[src/rtl/mem_port_arbiter_if.sv]
// mem_port_arbiter_if: fetch, load/store and memory-bus signals shared by the arbiter and its neighbours
interface mem_port_arbiter_if;
  logic        if_req;
  logic [31:0] if_addr;
  logic [31:0] if_rdata;
  logic        if_done;
  logic        if_stall;
  logic        mem_req;
  logic        mem_we;
  logic [2:0]  mem_funct3;
  logic [31:0] mem_addr;
  logic [31:0] mem_wdata;
  logic [31:0] mem_rdata;
  logic        mem_done;
  logic        mem_err;
  logic        mem_stall;
  logic        bus_req;
  logic        bus_we;
  logic [31:0] bus_addr;
  logic [3:0]  bus_wstrb;
  logic [31:0] bus_wdata;
  logic        bus_ready;
  logic [31:0] bus_rdata;
  modport slave (
    input  if_req, if_addr, mem_req, mem_we, mem_funct3, mem_addr, mem_wdata, bus_ready, bus_rdata,
    output if_rdata, if_done, if_stall, mem_rdata, mem_done, mem_err, mem_stall,
           bus_req, bus_we, bus_addr, bus_wstrb, bus_wdata
  );
  modport master (
    output if_req, if_addr, mem_req, mem_we, mem_funct3, mem_addr, mem_wdata, bus_ready, bus_rdata,
    input  if_rdata, if_done, if_stall, mem_rdata, mem_done, mem_err, mem_stall,
           bus_req, bus_we, bus_addr, bus_wstrb, bus_wdata
  );
endinterface

[src/rtl/mem_port_arbiter.sv]
// mem_port_arbiter: shares one memory bus between instruction fetch and load/store, with starvation guard
module mem_port_arbiter #(
  parameter int STARVE_LIMIT = 4
) (
  input logic           clk,
  input logic           reset,
  mem_port_arbiter_if.slave p
);
  typedef enum logic [1:0] {IDLE, BUSY_IF, BUSY_MEM, RESP} state_t;
  state_t      r_state, w_next;
  logic [3:0]  r_cnt;
  logic        r_gnt_mem, r_err, r_we;
  logic [1:0]  r_off;
  logic [31:0] r_addr, r_wdata, r_rdata;
  logic [3:0]  r_strb;
  logic [1:0]  w_size, w_off;
  logic        w_mis, w_gnt_mem, w_gnt_if, w_store, w_bus_req, w_if_done, w_mem_done, w_unused;
  logic [3:0]  w_strb;
  logic [31:0] w_wdata;
  assign w_size    = p.mem_funct3[1:0];
  assign w_off     = p.mem_addr[1:0];
  assign w_mis     = (w_size == 2'd3) | (w_size == 2'd1 & w_off[0]) | (w_size == 2'd2 & |w_off);
  assign w_gnt_mem = p.mem_req & ~(p.if_req & r_cnt == 4'(STARVE_LIMIT));
  assign w_gnt_if  = p.if_req & ~w_gnt_mem;
  assign w_store   = w_gnt_mem & p.mem_we & ~w_mis;
  assign w_strb    = w_size == 2'd0 ? 4'b0001 << w_off : w_size == 2'd1 ? (w_off[1] ? 4'b1100 : 4'b0011) : 4'b1111;
  assign w_wdata   = w_size == 2'd0 ? {4{p.mem_wdata[7:0]}} : w_size == 2'd1 ? {2{p.mem_wdata[15:0]}} : p.mem_wdata;
  assign w_unused  = &{1'b0, p.mem_funct3[2], p.if_addr[1:0]};
  always_ff @(posedge clk or negedge reset)
    if (!reset) r_state <= IDLE;
    else        r_state <= w_next;
  always_comb begin
    w_next = r_state;
    case (r_state)
      IDLE:              w_next = w_gnt_mem ? (w_mis ? RESP : BUSY_MEM) : w_gnt_if ? BUSY_IF : IDLE;
      BUSY_IF, BUSY_MEM: w_next = p.bus_ready ? RESP : r_state;
      default:           w_next = IDLE;
    endcase
  end
  always_comb begin
    w_bus_req  = r_state == BUSY_IF || r_state == BUSY_MEM;
    w_if_done  = r_state == RESP && !r_gnt_mem;
    w_mem_done = r_state == RESP && r_gnt_mem;
  end
  always_ff @(posedge clk or negedge reset) begin
    if (!reset) begin
      r_cnt     <= '0;
      r_gnt_mem <= 1'b0;
      r_err     <= 1'b0;
      r_we      <= 1'b0;
      r_off     <= '0;
      r_addr    <= '0;
      r_strb    <= '0;
      r_wdata   <= '0;
      r_rdata   <= '0;
    end else begin
      if (r_state == IDLE && (w_gnt_mem || w_gnt_if)) begin
        r_gnt_mem <= w_gnt_mem;
        r_err     <= w_gnt_mem & w_mis;
        r_we      <= w_store;
        r_off     <= w_gnt_mem ? w_off : 2'd0;
        r_addr    <= {w_gnt_mem ? p.mem_addr[31:2] : p.if_addr[31:2], 2'b00};
        r_strb    <= w_store ? w_strb : 4'd0;
        r_wdata   <= w_store ? w_wdata : 32'd0;
        r_rdata   <= '0;
        // a MEM grant can only happen below the limit while IF waits, so +1 never overshoots
        r_cnt     <= (w_gnt_mem & p.if_req) ? r_cnt + 4'd1 : 4'd0;
      end
      if (w_bus_req && p.bus_ready) r_rdata <= p.bus_rdata;
    end
  end
  assign p.bus_req   = w_bus_req;
  assign p.bus_we    = r_we;
  assign p.bus_addr  = r_addr;
  assign p.bus_wstrb = r_strb;
  assign p.bus_wdata = r_wdata;
  assign p.if_done   = w_if_done;
  assign p.if_rdata  = w_if_done ? r_rdata : 32'd0;
  assign p.mem_done  = w_mem_done;
  assign p.mem_err   = w_mem_done & r_err;
  assign p.mem_rdata = (w_mem_done & ~r_we & ~r_err) ? r_rdata >> {r_off, 3'b000} : 32'd0;
  assign p.if_stall  = reset & p.if_req & ~w_if_done;
  assign p.mem_stall = reset & p.mem_req & ~w_mem_done;
endmodule

[src/flat_wrapper.sv]
// flat-port wrapper written by rule: the top's interface ports become plain ports
module mem_port_arbiter_flat 
#(
  parameter int STARVE_LIMIT = 4
)
  (clk, reset, p_if_req, p_if_addr, p_mem_req, p_mem_we, p_mem_funct3, p_mem_addr, p_mem_wdata, p_bus_ready, p_bus_rdata, p_if_rdata, p_if_done, p_if_stall, p_mem_rdata, p_mem_done, p_mem_err, p_mem_stall, p_bus_req, p_bus_we, p_bus_addr, p_bus_wstrb, p_bus_wdata);
  mem_port_arbiter_if p_i ();
  input logic clk;
  input logic reset;
  input wire logic [$bits(p_i.if_req)-1:0] p_if_req;
  input wire logic [$bits(p_i.if_addr)-1:0] p_if_addr;
  input wire logic [$bits(p_i.mem_req)-1:0] p_mem_req;
  input wire logic [$bits(p_i.mem_we)-1:0] p_mem_we;
  input wire logic [$bits(p_i.mem_funct3)-1:0] p_mem_funct3;
  input wire logic [$bits(p_i.mem_addr)-1:0] p_mem_addr;
  input wire logic [$bits(p_i.mem_wdata)-1:0] p_mem_wdata;
  input wire logic [$bits(p_i.bus_ready)-1:0] p_bus_ready;
  input wire logic [$bits(p_i.bus_rdata)-1:0] p_bus_rdata;
  output wire logic [$bits(p_i.if_rdata)-1:0] p_if_rdata;
  output wire logic [$bits(p_i.if_done)-1:0] p_if_done;
  output wire logic [$bits(p_i.if_stall)-1:0] p_if_stall;
  output wire logic [$bits(p_i.mem_rdata)-1:0] p_mem_rdata;
  output wire logic [$bits(p_i.mem_done)-1:0] p_mem_done;
  output wire logic [$bits(p_i.mem_err)-1:0] p_mem_err;
  output wire logic [$bits(p_i.mem_stall)-1:0] p_mem_stall;
  output wire logic [$bits(p_i.bus_req)-1:0] p_bus_req;
  output wire logic [$bits(p_i.bus_we)-1:0] p_bus_we;
  output wire logic [$bits(p_i.bus_addr)-1:0] p_bus_addr;
  output wire logic [$bits(p_i.bus_wstrb)-1:0] p_bus_wstrb;
  output wire logic [$bits(p_i.bus_wdata)-1:0] p_bus_wdata;
  assign p_i.if_req = p_if_req;
  assign p_i.if_addr = p_if_addr;
  assign p_i.mem_req = p_mem_req;
  assign p_i.mem_we = p_mem_we;
  assign p_i.mem_funct3 = p_mem_funct3;
  assign p_i.mem_addr = p_mem_addr;
  assign p_i.mem_wdata = p_mem_wdata;
  assign p_i.bus_ready = p_bus_ready;
  assign p_i.bus_rdata = p_bus_rdata;
  assign p_if_rdata = p_i.if_rdata;
  assign p_if_done = p_i.if_done;
  assign p_if_stall = p_i.if_stall;
  assign p_mem_rdata = p_i.mem_rdata;
  assign p_mem_done = p_i.mem_done;
  assign p_mem_err = p_i.mem_err;
  assign p_mem_stall = p_i.mem_stall;
  assign p_bus_req = p_i.bus_req;
  assign p_bus_we = p_i.bus_we;
  assign p_bus_addr = p_i.bus_addr;
  assign p_bus_wstrb = p_i.bus_wstrb;
  assign p_bus_wdata = p_i.bus_wdata;
  mem_port_arbiter #(.STARVE_LIMIT(STARVE_LIMIT)) u_core (.clk(clk), .reset(reset), .p(p_i));
endmodule
[config.mk]
export PLATFORM = sky130hd
export DESIGN_NAME = mem_port_arbiter_flat
export DESIGN_NICKNAME = d
export VERILOG_FILES = /design/src/rtl/mem_port_arbiter_if.sv /design/src/rtl/mem_port_arbiter.sv /design/src/flat_wrapper.sv
export SDC_FILE = /design/constraint.sdc
export NUM_CORES = 1
export LEC_CHECK = 0
export BUFFER_PORTS_ARGS = -buffer_cell sky130_fd_sc_hd__buf_4
export CAP_MARGIN = 20
export CORE_MARGIN = 3
export CORE_UTILIZATION = 48
export DETAILED_ROUTE_END_ITERATION = 10
export HOLD_SLACK_MARGIN = 0.1
export PLACE_DENSITY_LB_ADDON = 0.08
export SLEW_MARGIN = 5
export SYNTH_ARGS = -nofsm -noshare
export SYNTH_HDL_FRONTEND = slang
export SYNTH_SLANG_ARGS = --single-unit
[constraint.sdc]
create_clock -name clk -period 2.05 [get_ports clk]
set_input_delay 0 -clock clk [delete_from_list [all_inputs] [get_ports clk]]
set_output_delay 0 -clock clk [all_outputs]
set_load 0.02 [all_outputs]
# Word level (Yosys, flattened, before mapping)
# Cells that the tools add are included.
word_totals:
  wordCells: 77
  regBits: 109
op_classes:
  n_mux: 19
  n_eq_ne: 8
  n_shift: 2
  add_sub_neg: 1
  bitwise: 25
  reduce_logical: 12
op_table:
  columns: ["operator", "n"]
  rows:
  - ["32-bit two-way mux", 7]
  - ["32-bit by 5-bit right shift with 32-bit output", 1]
  - ["30-bit two-way mux", 1]
  - ["4-bit two-way mux", 5]
  - ["1-bit AND", 16]
  - ["2-bit == test, second input constant", 4]
  - ["1-bit inverter", 7]
  - ["2-bit two-way mux", 3]
  - ["4-bit by 1-bit adder with 4-bit output, second input constant", 1]
  - ["2-bit by 1-bit == test with 1-bit output, second input constant", 2]
  - ["4-bit by 3-bit == test with 1-bit output, second input constant", 1]
  - ["1-bit logical AND", 4]
  - ["2-bit zero test", 2]
  - ["2-bit case mux with 2 select lines", 1]
  - ["2-bit OR reduction", 2]
  - ["1-bit by 2-bit left shift with 4-bit output, first input constant", 1]
  - ["1-bit logical OR", 2]
  - ["1-bit two-way mux", 2]
  - ["2-bit inequality test, second input constant", 1]
  - ["1-bit bitwise OR", 2]
  - ["2-bit nonzero test", 1]
  - ["1-bit zero test", 1]

# Longest topological paths before layout
logic_depth:
  ltp_word: 10
  mapped_depth: 8
  depth_no_buf: 5

# Worst setup path after synthesis
# Ideal clock, no wire load.
synth_path:
  path_kind: "register to register"
  start: "register u_core.r_state[0]"
  end: "register u_core.r_rdata[23]"
  n_path_buf: 2
  t_required_ns: 1.967
  stages_incl_launch_ff: 8
  period_less_slack_ns: 1.644
  path_slack_ns: 0.406
  setup_ns: 0.083
  t_arrival_ns: 1.561
  path_cell_list: "dfrtp_1 > inv_1 > ha_1 > and2_1 > buf_2 > clkbuf_1 > nand2_1 > o21ai_0"
synth_between:
  elab_chain_cells: 4
  elab_cells_between_ends: 8
  classes_between: "2 x eq/ne; 1 x mux; 5 x reduce/logical"
synth_rtl:
  columns: ["element", "line_no", "rtl"]
  rows:
  - ["start: declaration", "mem_port_arbiter.sv:10", "state_t r_state, w_next;"]
  - ["start signal: assignment", "mem_port_arbiter.sv:31", "else r_state <= w_next;"]
  - ["2-bit by 1-bit == test with 1-bit output or 2-bit == test (tied branches)", "mem_port_arbiter.sv:41", "w_bus_req = r_state == BUSY_IF || r_state == BUSY_MEM;"]
  - ["1-bit logical OR *", "mem_port_arbiter.sv:41", null]
  - ["net p_bus_req", "flat_wrapper.sv:26", "output wire logic [$bits(p_i.bus_req)-1:0] p_bus_req;"]
  - ["1-bit logical AND *", "mem_port_arbiter.sv:69", "if (w_bus_req && p.bus_ready) r_rdata <= p.bus_rdata;"]
  - ["32-bit two-way mux or 2-bit nonzero test (tied branches)", null, null]
  - ["end signal: assignment", "mem_port_arbiter.sv:69", null]
  - ["end: declaration", "mem_port_arbiter.sv:14", "logic [31:0] r_addr, r_wdata, r_rdata;"]
# The timed path passes the listed nets; every way through them passes the cells marked *.
# A chain may end at the register's enable or synchronous reset.

# Worst setup path in the final report
layout_path:
  start: "register u_core.r_state[1]"
  end: "output port p_mem_rdata[27]"
layout_between:
  elab_chain_cells: 5
layout_rtl:
  columns: ["element", "line_no", "rtl"]
  rows:
  - ["2-bit == test", "mem_port_arbiter.sv:43", "w_mem_done = r_state == RESP && r_gnt_mem;"]
  - ["1-bit logical AND", "mem_port_arbiter.sv:43", null]
  - ["1-bit AND (2 in a row)", "mem_port_arbiter.sv:81", "assign p.mem_rdata = (w_mem_done & ~r_we & ~r_err) ? r_rdata >> {r_off, 3'b000} : 32'd0;"]
  - ["32-bit two-way mux", "mem_port_arbiter.sv:81", null]
  - ["end: declaration", "flat_wrapper.sv:22", "output wire logic [$bits(p_i.mem_rdata)-1:0] p_mem_rdata;"]
# No other way between the ends.

==> flow_summary.json <==
{
  "leakage_nw": 4.59,
  "synth.most_common_cell": "nand2_1",
  "die_x_um": 118,
  "hold_class": "in2reg",
  "clock-sinks": 109,
  "die_height_um": 118,
  "hpwlAfterDp_mm": 13.7,
  "setup.worst_path.class": "reg2out",
  "vias": 6759,
  "ff2ff_path_depth": 6,
  "drt_first_pass_iters": 5,
  "seq_area_frac_synth_pct": 45.2,
  "grt_max_degree": 110,
  "nets": 1179,
  "cp.arrival_ps": 1950,
  "slew_viol_final": 0,
  "ant_nets": 0,
  "synth_top_area_share_pct": 45.2,
  "cp-start-kind": "flop",
  "drt-initial-drc-count": 584,
  "worst_slack_ps": 99.1,
  "worstPathRequired_ps": 2050,
  "ys_seq_elements": 109,
  "worst_pin_slew_ps": 785,
  "place_ws_ps": 165,
  "hold_viol": 0,
  "wl_per_cell_um": 19.0,
  "drive_gt1_share_pct": 31.2,
  "num_rows": 40,
  "start_util_pct": 49.6,
  "cts_root_buf": "clkbuf_16",
  "drc_errors": 0,
  "setup.worst_path.start": "u_core.r_state[1]",
  "stdcell_count": 1212,
  "place_inst": 1065,
  "r2r_start": "u_core.r_state[0]",
  "grt.total_usage_pct": 32.3,
  "tns_ps": 0,
  "syn_inst": 672,
  "end_kind": "output port",
  "fin_worst_skew_ps": 10.8,
  "status": "finished clean",
  "die_area_um2": 14000,
  "cts.clk_slew.worst_paths_ps": 70,
  "netlist_top_cells_count": "nand2_1, dfrtp_1, and2_1, o21ai_0, mux2i_1",
  "critPathCapture": "p_mem_rdata[27]",
  "slew_headroom_pct": 47.5,
  "async_reset_ff_share_pct": 100,
  "avgViaCountPerCell": 5.58,
  "synthToLayoutAreaGrowth_pct": 61.4,
  "min_period_ps": 1950,
  "fmax_mhz": 513,
  "clk_path_buf_depth": 2,
  "ctsHtreeMaxLevel": 3,
  "synthDistinctLibCells": 41,
  "drv_cap": 0,
  "syn-mean-instance-area_um2": 8.98,
  "globalRouteOverflowTotal": 0,
  "power_density_nw_per_um2": 1110,
  "antenna_found_initial": 1,
  "coreArea_um2": 12200,
  "synth_flop_cell": "dfrtp_1",
  "numCtsBuffers": 9,
  "ir_drop_mv": 0.789,
  "grt_first_pass_wirelength_mm": 36.3,
  "numPortBuffers": 270,
  "synth_edf_count": 0,
  "rrSetupSlack_ps": 100,
  "pin_count": 276,
  "gp_congestion": 0.961,
  "rsz0062_at_grt": "no",
  "critPathMaxFanout": 7,
  "synth.area.top_cells": "dfrtp_1, nand2_1, mux2i_1",
  "syn_area_um2": 6030,
  "grt_pass1_vias": 6974,
  "setup_viol": 0,
  "yosysWarnings": 0,
  "post-route-period-util_pct": 95.2,
  "wl_mm": 23.0,
  "cts_tree": "yes",
  "worstSkewPairLatency_ps": 360,
  "synth_top_area_cell": "dfrtp_1",
  "regToRegEndpoint": "u_core.p.bus_addr[14]"
}
## logic make-up after synthesis
group / count (synthesis) / share of synthesized area [%]
buf+inv: 70 / 5.68
mux: 49 / 8.31
fa+ha+maj: 5 / 1.04
flops: 109 / 45.2
other cells: 1 / 0.0621
simple gates: 294 / 22.8
compound gates: 144 / 16.9
## metrics by stage
stage	total power, mW	area, um2	hold WS [ps]	util (%)
5_1_grt	11.4	9730	153	80.0
3_3_place_gp	8.67	8170	201	67.2
3_5_place_dp	8.85	8170	193	67.2
4_1_cts	10.6	9710	114	79.9
2_1_floorplan	6.75	6040	-296	-
6_report	10.8	9740	139	80.1
## sequential cells by signal, indices dropped and copies added, names as in the netlist
register            flops
u_core.r_off            2
u_core.r_err            1
u_core.r_state          2
u_core.r_rdata         32
u_core.p.bus_we         1
u_core.r_cnt            4
u_core.p.bus_wstrb      4
u_core.p.bus_wdata     32
u_core.r_gnt_mem        1
u_core.p.bus_addr      30
## report_power, final
group | switching, mW | total (mW) | internal [mW] | leakage (nW)
Clock | 0.772 | 1.58 | 0.811 | 0.119
Combinational | 3.29 | 5.60 | 2.31 | 3.06
Sequential | 0.716 | 3.64 | 2.92 | 1.42
Total | 4.78 | 10.8 | 6.04 | 4.59
## timing repair
action                                  4_1_cts  5_1_grt
endpoints found under the setup margin        7       13
hold buffers                                129        0
resized for setup                             1        4
pin swaps                                     0        1
setup buffers                                 0        0
hold endpoints to repair                    216        0
## area by class of cell
cell class | count | area (um2)
fillers | 778 | 2420
well taps | 168 | 210
multi-input cells | 494 | 2990
repair buffers | 417 | 3530
diodes | 4 | 10.0
flip-flops and latches | 109 | 2730
clock inverters | 2 | 12.5
clock buffers | 12 | 236
inverters | 6 | 22.5
## metal layers
layer	GRT usage [%]	vias up	wire, um
met4	15.2	0	1030
met5	0	-	0
met3	9.61	80	1970
met1	38.1	3270	8570
li1	-	3061	-
met2	54.1	348	11400
## worst max-delay path: stages (launching register included)
cell and delay, ps:
dfrtp_1 450, ha_4 180, nand4bb_1 160, buf_4 210, nor3_2 160, buf_4 170, and2_1 130, buf_4 140
## cell usage in the layout (no fill, tap or decap), types with 2 or more instances in the layout
| cell | instances |
|---|---|
| a32o_1 | 3 |
| and2_1 | 41 |
| o211ai_1 | 32 |
| a21oi_1 | 5 |
| or2_2 | 3 |
| diode_2 | 4 |
| o22ai_1 | 2 |
| nor2b_1 | 12 |
| nand4_1 | 30 |
| o21ai_0 | 42 |
| dfrtp_1 | 108 |
| nand2_1 | 179 |
| buf_12 | 6 |
| nand3_1 | 2 |
| o31ai_2 | 2 |
| o31ai_1 | 28 |
| ha_1 | 4 |
| nor2_1 | 17 |
| mux2i_1 | 40 |
| mux2_2 | 9 |
| a211oi_1 | 16 |
| dlygate4sd3_1 | 129 |
| inv_1 | 6 |
| a2bb2oi_1 | 7 |
| conb_1 | 2 |
| clkbuf_16 | 9 |
| clkbuf_1 | 3 |
| and2_2 | 2 |
| buf_4 | 282 |
## how the worst min path moves through the flow
| stage | start | end | slack (ps) | depth (start not counted) |
|---|---|---|---|---|
| final | p_mem_req | u_core.p.bus_addr[22] | 140 | 3 |
| after global routing | p_mem_req | u_core.p.bus_addr[29] | 150 | 3 |
| after CTS | p_mem_req | u_core.p.bus_addr[21] | 110 | 3 |
| after detailed placement | reset | u_core.p.bus_wdata[17] | 190 | 2 |
| after global placement | reset | u_core.p.bus_wdata[20] | 200 | 2 |
| after floorplan | reset | u_core.p.bus_addr[10] | -300 | 0 |
No activity file was read; power rests on OpenSTA's default activity.
